$ cat src/rtl/ntt_pkg.sv
// Shared mode encodings, moduli and the Barrett constant helper for the NTT butterfly datapath.
package ntt_pkg;

  typedef enum logic [1:0] {
    MODE_CT  = 2'b00,
    MODE_GS  = 2'b01,
    MODE_MUL = 2'b10,
    MODE_BYP = 2'b11
  } mode_e;

  localparam int Q_KYBER     = 3329;
  localparam int Q_DILITHIUM = 8380417;

  // floor(2^(2W)/Q); 64 bits is enough for the W=23 Dilithium case.
  function automatic logic [63:0] barrett_m(input int q, input int w);
    return (64'd1 << (2 * w)) / 64'(q);
  endfunction

endpackage

$ cat src/rtl/mod_mul_barrett.sv
// Pipelined W x W multiply followed by Barrett reduction mod Q; all stages advance on en_i.
module mod_mul_barrett
  import ntt_pkg::*;
#(
  parameter int W      = 12,
  parameter int Q      = Q_KYBER,
  parameter int STAGES = 2
) (
  input  logic         clk,
  input  logic         rst_n,
  input  logic         en_i,
  input  logic [W-1:0] x_i,
  input  logic [W-1:0] y_i,
  output logic [W-1:0] r_o
);

  localparam int         K  = 2 * W;
  localparam logic [W:0] M  = (W+1)'(barrett_m(Q, W));
  localparam logic [W:0] QX = (W+1)'(Q);

  logic [2*W-1:0] prod_q;
  logic [3*W:0]   pm;
  logic [W:0]     quot;
  logic [2*W-1:0] qq;
  logic [W:0]     rem;
  logic [W-1:0]   rem_red;

  always_ff @(posedge clk or negedge rst_n) begin
    if (!rst_n) begin
      prod_q <= '0;
    end else if (en_i) begin
      prod_q <= (2*W)'(x_i) * (2*W)'(y_i);
    end
  end

  // The quotient estimate is at most one short, so the remainder is below 2Q.
  assign pm      = (3*W+1)'(prod_q) * (3*W+1)'(M);
  assign quot    = (W+1)'(pm >> K);
  assign qq      = (2*W)'(quot) * (2*W)'(Q);
  assign rem     = (W+1)'(prod_q - qq);
  assign rem_red = (rem >= QX) ? W'(rem - QX) : W'(rem);

  generate
    if (STAGES == 1) begin : g_one
      assign r_o = rem_red;
    end else begin : g_pipe
      logic [W-1:0] pipe_q [STAGES-1];

      always_ff @(posedge clk or negedge rst_n) begin
        if (!rst_n) begin
          for (int i = 0; i < STAGES - 1; i++) pipe_q[i] <= '0;
        end else if (en_i) begin
          pipe_q[0] <= rem_red;
          for (int i = 1; i < STAGES - 1; i++) pipe_q[i] <= pipe_q[i-1];
        end
      end

      assign r_o = pipe_q[STAGES-2];
    end
  endgenerate

endmodule

$ cat src/rtl/mod_butterfly_pipe.sv
// Runtime-twiddle NTT butterfly (CT / GS / MUL / BYPASS) with an elastic valid/ready pipeline.
module mod_butterfly_pipe
  import ntt_pkg::*;
#(
  parameter int Q          = Q_KYBER,
  parameter int W          = 12,
  parameter int MUL_STAGES = 2,
  parameter int TAG_W      = 8
) (
  input  logic             clk,
  input  logic             r,
  input  logic             valid_in,
  output logic             ready_in,
  input  logic [1:0]       mode,
  input  logic [W-1:0]     twiddle,
  input  logic [W-1:0]     IN_1,
  input  logic [W-1:0]     IN_2,
  input  logic [TAG_W-1:0] tag_in,
  output logic             valid_out,
  input  logic             ready_out,
  output logic [W-1:0]     U_OUT,
  output logic [W-1:0]     V_OUT,
  output logic [TAG_W-1:0] tag_out,
  output logic             busy
);

  localparam int         LAT = MUL_STAGES + 1;
  localparam logic [W:0] QX  = (W+1)'(Q);

  function automatic logic [W-1:0] add_mod(input logic [W-1:0] x, input logic [W-1:0] y);
    logic [W:0] s;
    s = {1'b0, x} + {1'b0, y};
    return (s >= QX) ? W'(s - QX) : W'(s);
  endfunction

  function automatic logic [W-1:0] sub_mod(input logic [W-1:0] x, input logic [W-1:0] y);
    logic [W:0] d;
    d = {1'b0, x} - {1'b0, y};
    return d[W] ? W'(d + QX) : W'(d);
  endfunction

  function automatic logic [W-1:0] half_mod(input logic [W-1:0] x);
    logic [W:0] h;
    h = x[0] ? ({1'b0, x} + QX) : {1'b0, x};
    return W'(h >> 1);
  endfunction

  logic             adv;
  logic [LAT-1:0]   sb_valid_q;
  mode_e            sb_mode_q [LAT];
  logic [TAG_W-1:0] sb_tag_q  [LAT];
  logic [W-1:0]     sb_a_q    [LAT];
  logic [W-1:0]     x0_q, y0_q;
  logic [W-1:0]     a0_d, x0_d, y0_d;
  logic [W-1:0]     t;
  logic [W-1:0]     u_d, v_d;
  logic             valid_out_q;
  logic [W-1:0]     u_q, v_q;
  logic [TAG_W-1:0] tag_out_q;

  assign adv      = ~valid_out_q | ready_out;
  assign ready_in = adv;

  // Stage 0 steers the multiplier: BYPASS sends b through as b*1 so it needs no side path.
  always_comb begin
    a0_d = IN_1;
    x0_d = IN_2;
    y0_d = twiddle;
    case (mode_e'(mode))
      MODE_GS: begin
        a0_d = add_mod(IN_1, IN_2);
        x0_d = sub_mod(IN_1, IN_2);
      end
      MODE_MUL: y0_d = IN_1;
      MODE_BYP: y0_d = W'(1);
      default: ;
    endcase
  end

  always_ff @(posedge clk or negedge r) begin
    if (!r) begin
      sb_valid_q <= '0;
      x0_q       <= '0;
      y0_q       <= '0;
      for (int i = 0; i < LAT; i++) begin
        sb_mode_q[i] <= MODE_CT;
        sb_tag_q[i]  <= '0;
        sb_a_q[i]    <= '0;
      end
    end else if (adv) begin
      sb_valid_q[0] <= valid_in;
      sb_mode_q[0]  <= mode_e'(mode);
      sb_tag_q[0]   <= tag_in;
      sb_a_q[0]     <= a0_d;
      x0_q          <= x0_d;
      y0_q          <= y0_d;
      for (int i = 1; i < LAT; i++) begin
        sb_valid_q[i] <= sb_valid_q[i-1];
        sb_mode_q[i]  <= sb_mode_q[i-1];
        sb_tag_q[i]   <= sb_tag_q[i-1];
        sb_a_q[i]     <= sb_a_q[i-1];
      end
    end
  end

  mod_mul_barrett #(
    .W      (W),
    .Q      (Q),
    .STAGES (MUL_STAGES)
  ) u_mul (
    .clk   (clk),
    .rst_n (r),
    .en_i  (adv),
    .x_i   (x0_q),
    .y_i   (y0_q),
    .r_o   (t)
  );

  always_comb begin
    u_d = sb_a_q[LAT-1];
    v_d = t;
    case (sb_mode_q[LAT-1])
      MODE_CT: begin
        u_d = add_mod(sb_a_q[LAT-1], t);
        v_d = sub_mod(sb_a_q[LAT-1], t);
      end
      MODE_GS: begin
        u_d = half_mod(sb_a_q[LAT-1]);
        v_d = half_mod(t);
      end
      MODE_MUL: begin
        u_d = t;
        v_d = sb_a_q[LAT-1];
      end
      default: ;
    endcase
  end

  always_ff @(posedge clk or negedge r) begin
    if (!r) begin
      valid_out_q <= 1'b0;
      u_q         <= '0;
      v_q         <= '0;
      tag_out_q   <= '0;
    end else if (adv) begin
      valid_out_q <= sb_valid_q[LAT-1];
      if (sb_valid_q[LAT-1]) begin
        u_q       <= u_d;
        v_q       <= v_d;
        tag_out_q <= sb_tag_q[LAT-1];
      end
    end
  end

  assign valid_out = valid_out_q;
  assign U_OUT     = u_q;
  assign V_OUT     = v_q;
  assign tag_out   = tag_out_q;
  assign busy      = valid_out_q | (|sb_valid_q);

endmodule

$ cat config.mk
export PLATFORM = sky130hd
export DESIGN_NAME = mod_butterfly_pipe
export DESIGN_NICKNAME = d
export VERILOG_FILES = /design/src/rtl/ntt_pkg.sv /design/src/rtl/mod_mul_barrett.sv /design/src/rtl/mod_butterfly_pipe.sv
export SDC_FILE = /design/constraint.sdc
export NUM_CORES = 1
export LEC_CHECK = 0
export ABC_CLOCK_PERIOD_IN_PS = 19700
export BUFFER_PORTS_ARGS = -buffer_cell sky130_fd_sc_hd__buf_2
export CORE_MARGIN = 5
export CORE_UTILIZATION = 50
export CTS_CLUSTER_SIZE = 12
export DETAILED_ROUTE_END_ITERATION = 7
export PLACE_DENSITY = 0.64
export SLEW_MARGIN = 5
export SYNTH_ARGS = -nofsm -noshare
export SYNTH_HDL_FRONTEND = slang
export SYNTH_SLANG_ARGS = --single-unit
$ cat constraint.sdc
create_clock -name clk -period 19.7 [get_ports clk]
set_input_delay 4.925 -clock clk [delete_from_list [all_inputs] [get_ports clk]]
set_output_delay 4.925 -clock clk [all_outputs]
set_load 0.03 [all_outputs]
After elaboration in Yosys (flattened, before gate mapping)
Index checks and enable logic that the tools add are counted.

word-level totals
  bits in registers = 162
  bits of input ports = 50
  output and inout bits = 35
  word-level logic and storage cells = 59

cells by class
  add/sub/neg operators = 12
  multipliers = 3
  order comparisons = 3
  equal/unequal tests = 5
  muxes and demuxes = 12
  bitwise operators = 3
  reduce and logical (&&, ||, !) cells = 3

operator list
  cell                                                                                    number
  12-bit two-way mux                                                                      7
  12-bit one-hot mux with 3 select lines                                                  2
  13-bit by 12-bit greater-or-equal comparator with 1-bit output (second input constant)  3
  24-bit by 13-bit multiplier with 37-bit output (second input constant)                  1
  12-bit subtractor (second input constant)                                               3
  12-bit by 12-bit adder with 13-bit output                                               2
  12-bit by 12-bit adder with 13-bit output (second input constant)                       2
  13-bit two-way mux                                                                      2
  12-bit by 12-bit subtractor with 13-bit output                                          2
  12-bit adder (second input constant)                                                    2
  12-bit by 12-bit multiplier with 24-bit output                                          1
  12-bit one-hot mux with 2 select lines                                                  1
  13-bit by 12-bit multiplier with 13-bit output (second input constant)                  1
  13-bit subtractor                                                                       1
  2-bit == test (second input constant)                                                   3
  2-bit by 1-bit == test with 1-bit output (second input constant)                        2
  3-bit OR reduction                                                                      1
  2-bit zero test                                                                         1
  1-bit OR                                                                                2
  2-bit AND reduction                                                                     1
  1-bit inverter                                                                          1

Longest topological paths before layout
Gate-level depths: netlist of run 1.

  word-level depth = 5
  mapped depth = 37

Modules after synthesis
A second synthesis of run 1 with hierarchy kept.

unflattened totals
  cell total of the unflattened synthesis = 2575
  area total of the unflattened synthesis = 22621.7 um^2

by module, submodules not included
  module              instances  cells each  area an instance (um^2)  seq. area each (um^2)
  mod_mul_barrett     1          1342        12732.2                  900.9
  mod_butterfly_pipe  1          1233        9889.5                   3153.0

Worst setup path before layout of run 1
OpenSTA, ideal clock, no wires.

  path kind = in2out
  start = in ready_out
  end = out ready_in
  arrival = 5949 ps
  required time = 14775 ps
  setup slack = 8826 ps
  cell stages on the path = 5
  cell sequence = nor2b_1 -> clkbuf_1 -> inv_2 -> clkbuf_1 -> clkbuf_1

between the ends
  word-level cells in the longest chain between the ends = 1

ends and longest elaborated chain
  element          RTL line                  text
  start, declared  mod_butterfly_pipe.sv:20  input logic ready_out,
  1-bit OR         mod_butterfly_pipe.sv:61  assign adv = ~valid_out_q | ready_out;
  end, declared    mod_butterfly_pipe.sv:13  output logic ready_in,

No other way between the ends.

Worst setup path after layout of run 1
Ends and elaborated chain as after synthesis.

==> results of run 1 <==
placed cells by master, fill, tap and decap left out, types with 9 or more instances in the layout:
cell type    n
nand2_1    397
and2_1      71
nor3_1      36
a221oi_1    19
and3_1      11
buf_2       83
a31oi_1     19
nor2_1     125
o21ai_1     21
mux2i_1     11
o22ai_1      9
nor2b_1     12
xor2_1      43
ha_1       275
a21o_1      19
clkbuf_16   17
nand3_1     33
xnor2_1    100
buf_4        9
nand4_1     12
o31ai_1     10
o21a_1      19
inv_1      357
a211oi_1    12
dfrtp_1    162
nor3b_1      9
a22oi_1     19
or3_1       12
o21ai_0     81
nand2b_1    14
fa_1       236
a21oi_1     92
kinds of logic (layout without fill, tap and decap cells):
group / after synthesis / after routing / synth area share (%)
AO/OA/AOI/OAI: 389 / 389 / 11.8
XOR/XNOR: 147 / 147 / 6.21
adder cells (fa/ha/maj): 511 / 511 / 38.1
buffers and inverters: 451 / 484 / 7.95
flip-flops: 162 / 162 / 18.9
multiplexers: 20 / 20 / 1.14
AND/OR/NAND/NOR: 759 / 759 / 15.8
routing by layer:
metal | up-vias | GRT usage (%) | wire length (um) | part of all wire, %
met3 | 40 | 2.53 | 2250 | 4.3
met4 | 0 | 4.34 | 681 | 1.3
met1 | 8220 | 32.9 | 24600 | 47
li1 | 8018 | - | - | -
met2 | 383 | 37.1 | 24700 | 47
met5 | - | 0 | 0 | 0
final timing paths:
path | from | end | slack (ns)
worst max-delay path | ready_out | ready_in | 8.73
worst min-delay path | sb_a_q[24] | sb_a_q[12] | 0.46
worst max register to register | u_mul.prod_q[18] | u_mul.r_o[1] | 9.65
worst min register to register | sb_a_q[24] | sb_a_q[12] | 0.46
max in group asynchronous | r | sb_mode_q[5] | 13.74
min in group asynchronous | r | sb_valid_q[0] | 4.57
critical path, cell delays in order:
cell	delay, ns
buf_2	0.11
nor2b_4	0.09
buf_4	0.49
inv_4	0.18
buf_2	0.24
stage by stage:
stage                     worst slack, ns  util, %  hold slack [ns]  cell area, um2
final                                8.73     54.2            0.464           22800
after global routing                 8.63     54.2            0.488           22800
after CTS                            8.69     54.2            0.471           22800
after detailed placement             8.69     52.8            0.455           22300
after global placement               8.69     52.8            0.450           22300
after floorplan                      8.83        -            0.439           21400
registers in the layout, summed over array words and instances (netlist names):
name / cells
U_OUT: 12
V_OUT: 12
sb_a_q: 36
sb_mode_q: 6
sb_tag_q: 24
sb_valid_q: 3
tag_out: 8
u_mul.prod_q: 24
u_mul.r_o: 12
valid_out: 1
x0_q: 12
y0_q: 12
area by class of cell:
cell class / count / area, um2 / share of cell area, %
clock inverters: 14 / 141 / 0.619
flip-flops and latches: 162 / 4050 / 17.8
well taps: 539 / 674 / 2.95
repair buffers: 93 / 494 / 2.17
multi-input cells: 1826 / 15700 / 68.7
inverters: 360 / 1350 / 5.93
clock buffers: 17 / 425 / 1.86
==> qor.csv, run 1 <==
stage,metric,value,unit
outcome,outcome,"finished, final reports clean",
worst_setup_path,crit_required,14.78,ns
global_route,grt.overflow.total,0,
worst_setup_path,cp-start-kind,primary input,
placement,dp.cells,2980,
synthesis,syn_inst,2439,
clock_tree,clock_sinks,162,
global_route,grt_pass1_vias,17000,
drt,firstDrtPassIters,7,
synthesis,synth_async_sr_flop_share,100,%
floorplan,rows,75,
timing,slew_violations,0,
timing,finalHoldViolCount,0,
synthesis,synth_area,21400,um2
worst_hold_path,worstHoldPathCells,2,
synthesis,yosysWarningCount,0,
floorplan,die_w,217,um
drt,routedWlPerCell,17.3,um
clock_tree,clock-root-buffer,clkbuf_16,
synthesis,synth_edf_count,0,
synthesis,synthTopCellsByCount,"nand2_1 (397), inv_1 (357), ha_1 (275), fa_1 (236), dfrtp_1 (162)",
clock_tree,cts_buffers,17,
placement,place.gp.congestion,0.955,
floorplan,ioPinCount,85,
floorplan,core,42100,um2
clock_tree,htreeDepth,4,
placement,dp_hpwl,41600,um
drt,via_per_inst,5.53,
synthesis,synthFlopType,dfrtp_1,
clock_tree,ctsHoldBuffers,0,
drt,drt-total-wl,52200,um
timing,timing.final.crit_share,55.7,%
worst_setup_path,critPathMaxFanout,58,
clock_tree,cts_tree,yes,
drt,num_vias,16700,
global_route,antenna_found_initial,0,
clock_tree,clk_path_buf_depth,2,
synthesis,yosysTopAreaCell,fa_1,
floorplan,start_util,50.9,%
worst_setup_path,critPathArrivalTime,6.05,ns
global_route,grt_max_degree,104,
cells_and_area,n_antenna_cell,0,
cells_and_area,drive_gt1_share,6.27,%
synthesis,ys_types,81,
synthesis,syn_nets,3000,
timing,setup_viol,0,
cells_and_area,areaGrowthSynthToFinish,6.50,%
timing,rsz0062_at_grt,no,
cells_and_area,stdcell_count,3011,
floorplan,dieHeight,217,um
clock_tree,post-cts-setup-buffers,0,
clock_tree,cts_resized,0,
synthesis,synth_area_leaders,"fa_1 (22%), dfrtp_1 (19%), ha_1 (16%)",
timing,period_needed,10.97,ns
worst_setup_path,r2r_cells,34,
global_route,grt_first_pass_wirelength,87300,um
worst_hold_path,min_path_type,reg2reg,
run,timing.max_cap.violations,0,
timing,fin_setup_tns,0,ns
worst_setup_path,cp-end-kind,output port,
timing,relSlewSlack,18.2,%
drt,drc_errors,0,
floorplan,die_area,47100,um2
clock_tree,clk_pin_slew,0.07,ns
global_route,grt_usage,22.6,%
cells_and_area,fin_nets,3021,
timing,fin_skew,0.0197,ns
timing,tightestPinTransition,1.22,ns
placement,numPortBuffers,84,
drt,ant_nets,0,
drt,first_iter_violations,1149,
worst_setup_path,crit_type,in2out,
synthesis,avgSynthCellArea,8.79,um2
clock_tree,clock_latency,0.45,ns
synthesis,seq_area_frac_synth,18.9,%
synthesis,ys_ff_latch,162,
timing,max_freq,91.1,MHz
synthesis,yosysMostFrequentCell,nand2_1,
synthesis,synth_top_area_share,22.0,%
cells_and_area,nFillCells,3934,
Power of run 1 is not shown: default switching activity piles up to over one toggle a cycle in this logic, so the estimate is an artifact.
==> inputs of run 2 (changes only) <==
- ABC_CLOCK_PERIOD_IN_PS: 19700 -> 9200
- PLACE_DENSITY: 0.64 -> 0.66
- clock period: 19.7 -> 9.2 ns (I/O delays scaled with it)
==> run 2 against run 1 <==
Cell count up 2.0%. Worst hold slack better by 0.0021 ns. Count of clock-buffer cells in the layout unchanged. Worst setup slack got worse by 8.5 ns. Wire length increased by 5.1%. Register-to-register slack got worse by 9.5 ns. Sequential cell count unchanged. Die area stayed put. Global-route usage rose by 0.84 points. Critical path type is now reg2reg. Critical endpoint is now u_mul.r_o[5]. Highest routed layer is now met5.
==> qor.csv, run 2 (same netlist as run 1, synthesis figures left out) <==
stage,metric,value,unit,change
global_route,grt_max_degree,85,,-18%
floorplan,die_w,217,um,unchanged
floorplan,start_util,50.9,%,unchanged
timing,period_needed,9.02,ns,
drt,drt-total-wl,54800,um,+5.1%
timing,setup_viol,0,,unchanged
worst_setup_path,critPathArrivalTime,9.33,ns,+3.28 ns
worst_setup_path,cp-end-kind,flip-flop,,
worst_hold_path,min_path_type,reg2reg,,
clock_tree,clock_latency,0.47,ns,+0.02 ns
floorplan,core,42100,um2,unchanged
timing,finalHoldViolCount,0,,unchanged
placement,placed_area,22500,um2,+1.2%
cells_and_area,fin_nets,3079,,+1.9%
floorplan,dieHeight,217,um,unchanged
timing,relSlewSlack,12.3,%,-5.9 points
cells_and_area,top_register,sb_a_q,,
floorplan,ioPinCount,85,,unchanged
cells_and_area,largest_register_ffs,36,,unchanged
timing,fin_skew,0.0118,ns,-0.00788 ns
run,timing.max_cap.violations,0,,unchanged
clock_tree,ctsHoldBuffers,0,,unchanged
cells_and_area,drive_gt1_share,11.1,%,+4.8 points
cells_and_area,areaGrowthSynthToFinish,10.9,%,
global_route,antenna_found_initial,1,,+1
worst_setup_path,cp_common_cell,fa_1,,
worst_setup_path,cp-start-kind,flip-flop,,
global_route,grt.overflow.total,0,,unchanged
global_route,top_usage_layer,met2,,
timing,tightestPinTransition,1.31,ns,+0.0868 ns
cells_and_area,reg.largest.list,"sb_a_q: 36 flops, sb_tag_q: 24 flops, u_mul.prod_q: 24 flops",,
placement,numPortBuffers,84,,unchanged
worst_setup_path,crit_required,9.52,ns,-5.26 ns
clock_tree,clk_pin_slew,0.08,ns,about the same
clock_tree,clk_path_buf_depth,2,,unchanged
clock_tree,clock_sinks,162,,unchanged
worst_setup_path,cpMaxStageDelayCell,fa_2,,
global_route,grt_use_met2,37.9,%,+0.77 points
drt,num_vias,17100,,+2.5%
drt,firstDrtPassIters,6,,-1
floorplan,die_area,47100,um2,unchanged
global_route,met1_usage,33.0,%,about the same
worst_setup_path,critical_path.max_stage_delay,0.59,ns,+0.10 ns
drt,via_per_inst,5.56,,+0.49%
global_route,grt_first_pass_wirelength,89800,um,+2.9%
worst_setup_path,crit_type,reg2reg,,
drt,first_iter_violations,1003,,-13%
timing,max_freq,111,MHz,
clock_tree,cts_buffers,17,,unchanged
clock_tree,htreeDepth,4,,unchanged
placement,place.gp.congestion,0.937,,-1.9%
placement,dp_hpwl,43300,um,+4.1%
global_route,grt_usage,23.4,%,+0.84 points
global_route,grtUsageMet3,4.10,%,+1.6 points
timing,timing.final.crit_share,98.0,%,
outcome,outcome,"finished, final reports clean",,
drt,drc_errors,0,,unchanged
clock_tree,cts_tree,yes,,
cells_and_area,final_common_cell,nand2_1,,
global_route,grt_pass1_vias,17500,,+2.8%
cells_and_area,final_cell_mix,"nand2_1 (397), inv_1 (350), ha_1 (263), fa_1 (229), dfrtp_1 (152)",,
floorplan,rows,75,,unchanged
timing,slew_violations,0,,unchanged
timing,rsz0062_at_grt,yes,,
clock_tree,clock-root-buffer,clkbuf_16,,
cells_and_area,n_antenna_cell,0,,unchanged
drt,routedWlPerCell,17.9,um,+3.1%
worst_setup_path,critPathMaxFanout,5,,-91%
cells_and_area,fin_area,23800,um2,+4.1%
drt,ant_nets,0,,unchanged
[run 2: through the flow]
| stage | setup slack (ns) | setup TNS [ns] | hold slack, ns | instances | util (%) |
|---|---|---|---|---|---|
| finish | 0.183 | 0 | 0.466 | 3070 | 56.4 |
| global route | -0.109 | -0.855 | 0.479 | 3070 | 56.4 |
| CTS | 0.0102 | 0 | 0.468 | 3054 | 55.3 |
| detailed placement | -0.126 | -0.645 | 0.455 | 3016 | 53.5 |
| global placement | 0.118 | 0 | 0.450 | 3016 | 53.5 |
| floorplan | 0.0975 | 0 | 0.439 | 2439 | - |
[run 2: critical path, delay by kind of cell, from the launching register on]
kind / cells / cell delay, ns
compound gates: 10 / 1.74
fa+ha+maj: 10 / 4.40
flops: 1 / 0.46
simple gates: 4 / 1.24
buf+inv: 5 / 0.52
xor+xnor: 3 / 0.48
[run 2: repair_timing]
action                                  in CTS  in global routing
setup buffers                                6                 15
endpoints found under the setup margin      11                 12
pin swaps                                    9                 54
resized for setup                           13                 73
gates cloned                                 0                  1
[run 2: final cells by class]
cell class                      instances  area [um2]
Clock buffer                           17         425
Clock inverter                         15         223
Fill cell                            3794       18400
Inverter                              360        1350
Multi-Input combinational cell       1827       16100
Sequential cell                       162        4070
Tap cell                              539         674
Timing Repair Buffer                  150         941
[run 2: final timing paths]
check,startpoint,endpoint,slack (ns),cells after the start
min in group asynchronous,r,V_OUT[10],1.89,1
max,u_mul.prod_q[16],u_mul.r_o[5],0.18,32
min reg2reg,sb_tag_q[2],tag_out[2],0.47,2
min,sb_tag_q[2],tag_out[2],0.47,2
max reg2reg,u_mul.prod_q[16],u_mul.r_o[5],0.18,32
max in group asynchronous,r,x0_q[6],5.76,2
[run 2: per-layer routing]
metal	wire length, um	share of wire, %
met5	13	0.024
met4	1320	2.4
met1	25000	46
met2	25800	47
met3	2750	5.0
Power of run 2 is left out for the same reason.
==> inputs of run 3 (changes only) <==
- CORE_UTILIZATION: 50 -> 35
- PLACE_DENSITY: 0.66 -> 0.49
==> run 3 against run 2 <==
Non-clock buffer count is 14 higher. Sequential share of layout area is 0.20 points lower. Core utilization is 17 points lower. Register-to-register slack hardly changed. Critical path type unchanged. Cell count is 8.4% higher. Worst setup slack worse by 0.012 ns. Worst hold slack worse by 0.0035 ns. Via count is 0.25% lower. Clock skew is 0.0016 ns higher. Cell area is 1.2% higher. Sequential cell count stayed put. Wire length is 5.9% higher.
==> qor.csv, run 3 (same netlist as run 1, synthesis figures left out) <==
stage,metric,value,unit,change
outcome,outcome,"finished, final reports clean",,
floorplan,die_w,257,um,+19%
floorplan,start_util,35.4,%,-15 points
worst_setup_path,cp-end-kind,flip-flop,,
clock_tree,clock-root-buffer,clkbuf_16,,
cells_and_area,final_cell_mix,"nand2_1 (397), inv_1 (347), ha_1 (265), fa_1 (229), dfrtp_1 (151)",,
clock_tree,clk_pin_slew,0.07,ns,about the same
timing,relSlewSlack,18.6,%,+6.3 points
worst_hold_path,min_path_type,reg2reg,,
worst_hold_path,hold_start,sb_tag_q[2],,
drt,drt-total-wl,58100,um,+5.9%
timing,hold_ws,0.463,ns,-0.00349 ns
drt,drc_errors,0,,unchanged
drt,ant_nets,0,,unchanged
worst_setup_path,cpMaxStageDelayCell,fa_2,,
worst_setup_path,crit_required,9.55,ns,+0.03 ns
worst_setup_path,worstReg2RegStart,u_mul.prod_q[17],,
cells_and_area,top_register,sb_a_q,,
worst_setup_path,cp_common_cell,fa_1,,
worst_setup_path,cp_top_family,adder cells,,
global_route,grt_first_pass_wirelength,94400,um,+5.0%
clock_tree,cts_tree,yes,,
drt,routedWlPerCell,17.5,um,-2.3%
drt,via_per_inst,5.12,,-8.0%
clock_tree,cts_buffers,17,,unchanged
floorplan,dieHeight,257,um,+19%
global_route,grt_pass1_vias,17400,,-0.41%
worst_setup_path,crit_type,reg2reg,,
timing,rsz0062_at_grt,yes,,
drt,firstDrtPassIters,7,,+1
cells_and_area,final_common_cell,nand2_1,,
timing,fin_setup_tns,0,ns,unchanged
placement,numPortBuffers,84,,unchanged
worst_setup_path,critPathMaxFanout,5,,unchanged
timing,max_freq,111,MHz,-0.14%
global_route,grt.overflow.total,0,,unchanged
placement,place.gp.congestion,0.886,,-5.4%
worst_setup_path,critPathBufInv,5,,unchanged
drt,first_iter_violations,992,,-1.1%
clock_tree,clk_path_buf_depth,2,,unchanged
timing,period_needed,9.03,ns,+0.0123 ns
clock_tree,clock_sinks,162,,unchanged
cells_and_area,fin_nets,3093,,+0.45%
global_route,antenna_found_initial,0,,-1
worst_setup_path,critPathArrivalTime,9.38,ns,+0.05 ns
cells_and_area,drive_gt1_share,11.2,%,+0.17 points
global_route,grt_max_degree,90,,+5.9%
timing,slew_violations,0,,unchanged
global_route,grt_usage,17.5,%,-6.0 points
worst_setup_path,critPathLaunch,u_mul.prod_q[17],,
cells_and_area,reg.largest.list,"sb_a_q: 36 flops, sb_tag_q: 24 flops, u_mul.prod_q: 24 flops",,
floorplan,die_area,66300,um2,+41%
timing,fin_skew,0.0134,ns,+0.00158 ns
clock_tree,clock_latency,0.46,ns,about the same
cells_and_area,areaGrowthSynthToFinish,12.2,%,
floorplan,ioPinCount,85,,unchanged
cells_and_area,largest_register_ffs,36,,unchanged
cells_and_area,n_antenna_cell,0,,unchanged
clock_tree,ctsHoldBuffers,0,,unchanged
worst_setup_path,critical_path.max_stage_delay,0.61,ns,+0.02 ns
placement,dp_hpwl,46800,um,+7.9%
timing,finalHoldViolCount,0,,unchanged
floorplan,core,60500,um2,+44%
cells_and_area,utilization,39.8,%,-17 points
timing,tightestPinTransition,1.22,ns,-0.0933 ns
clock_tree,htreeDepth,4,,unchanged
timing,setup_viol,0,,unchanged
floorplan,rows,90,,+20%
run,timing.max_cap.violations,0,,unchanged
timing,timing.final.crit_share,98.1,%,+0.13 points
drt,num_vias,17000,,-0.25%
worst_setup_path,cp-start-kind,flip-flop,,
run 3: cell count changes in the layout (fill, tap and decap cells not counted), moves of 3 or more:
cell / before / now
o2111ai_2: 4 / 1
clkinv_8: 6 / 3
o2111ai_1: 2 / 5
inv_1: 350 / 347
nor2_1: 121 / 124
inv_2: 7 / 10
buf_4: 61 / 76
nor2_2: 4 / 1
run 3: layer usage:
metal / part of all wire (%) / wire length [um] / vias up / GRT usage, %
li1: - / - / 8161 / -
met1: 48 / 27700 / 8491 / 25.0
met5: 0 / 0 / - / 0
met2: 48 / 27600 / 312 / 28.8
met3: 3.0 / 1740 / 63 / 1.84
met4: 1.7 / 979 / 0 / 3.92
run 3: path summary, 6_finish.rpt:
kind / end / slack (ns) / depth (start not counted)
worst max-delay path: u_mul.r_o[1] / 0.17 / 32
worst min-delay path: tag_out[2] / 0.46 / 2
worst max register to register: u_mul.r_o[1] / 0.17 / 32
worst min register to register: tag_out[2] / 0.46 / 2
max in group asynchronous: x0_q[6] / 6.13 / 2
min in group asynchronous: V_OUT[10] / 1.81 / 1
run 3: worst min-delay path: cells and delay by family (launching register included):
family           cells  cell delay [ns]
flip-flops           1             0.34
AND/OR/NAND/NOR      2             0.10
run 3: what timing repair did:
action / CTS / global route
setup endpoints to repair: 11 / 12
pin swaps: 8 / 69
endpoints found under the hold margin: 0 / 0
resized for setup: 6 / 65
cloned: 0 / 1
buffers inserted: 4 / 18
run 3: stage by stage:
stage	instance area, um2	cells	worst slack (ns)
final	24100	3327	0.171
after global routing	24100	3327	-0.207
after CTS	23600	3308	0.000130
after detailed placement	22900	3272	-0.158
after global placement	22900	3272	0.0280
after floorplan	21400	2439	0.0975
run 3: layout make-up:
| cell class | instances | area [um2] |
|---|---|---|
| flip-flops and latches | 162 | 4070 |
| clock buffers | 18 | 429 |
| multi-input cells | 1827 | 16000 |
| fillers | 6053 | 36400 |
| clock inverters | 14 | 193 |
| inverters | 360 | 1350 |
| well taps | 782 | 978 |
| repair buffers | 164 | 1050 |
Power of run 3 is left out for the same reason.
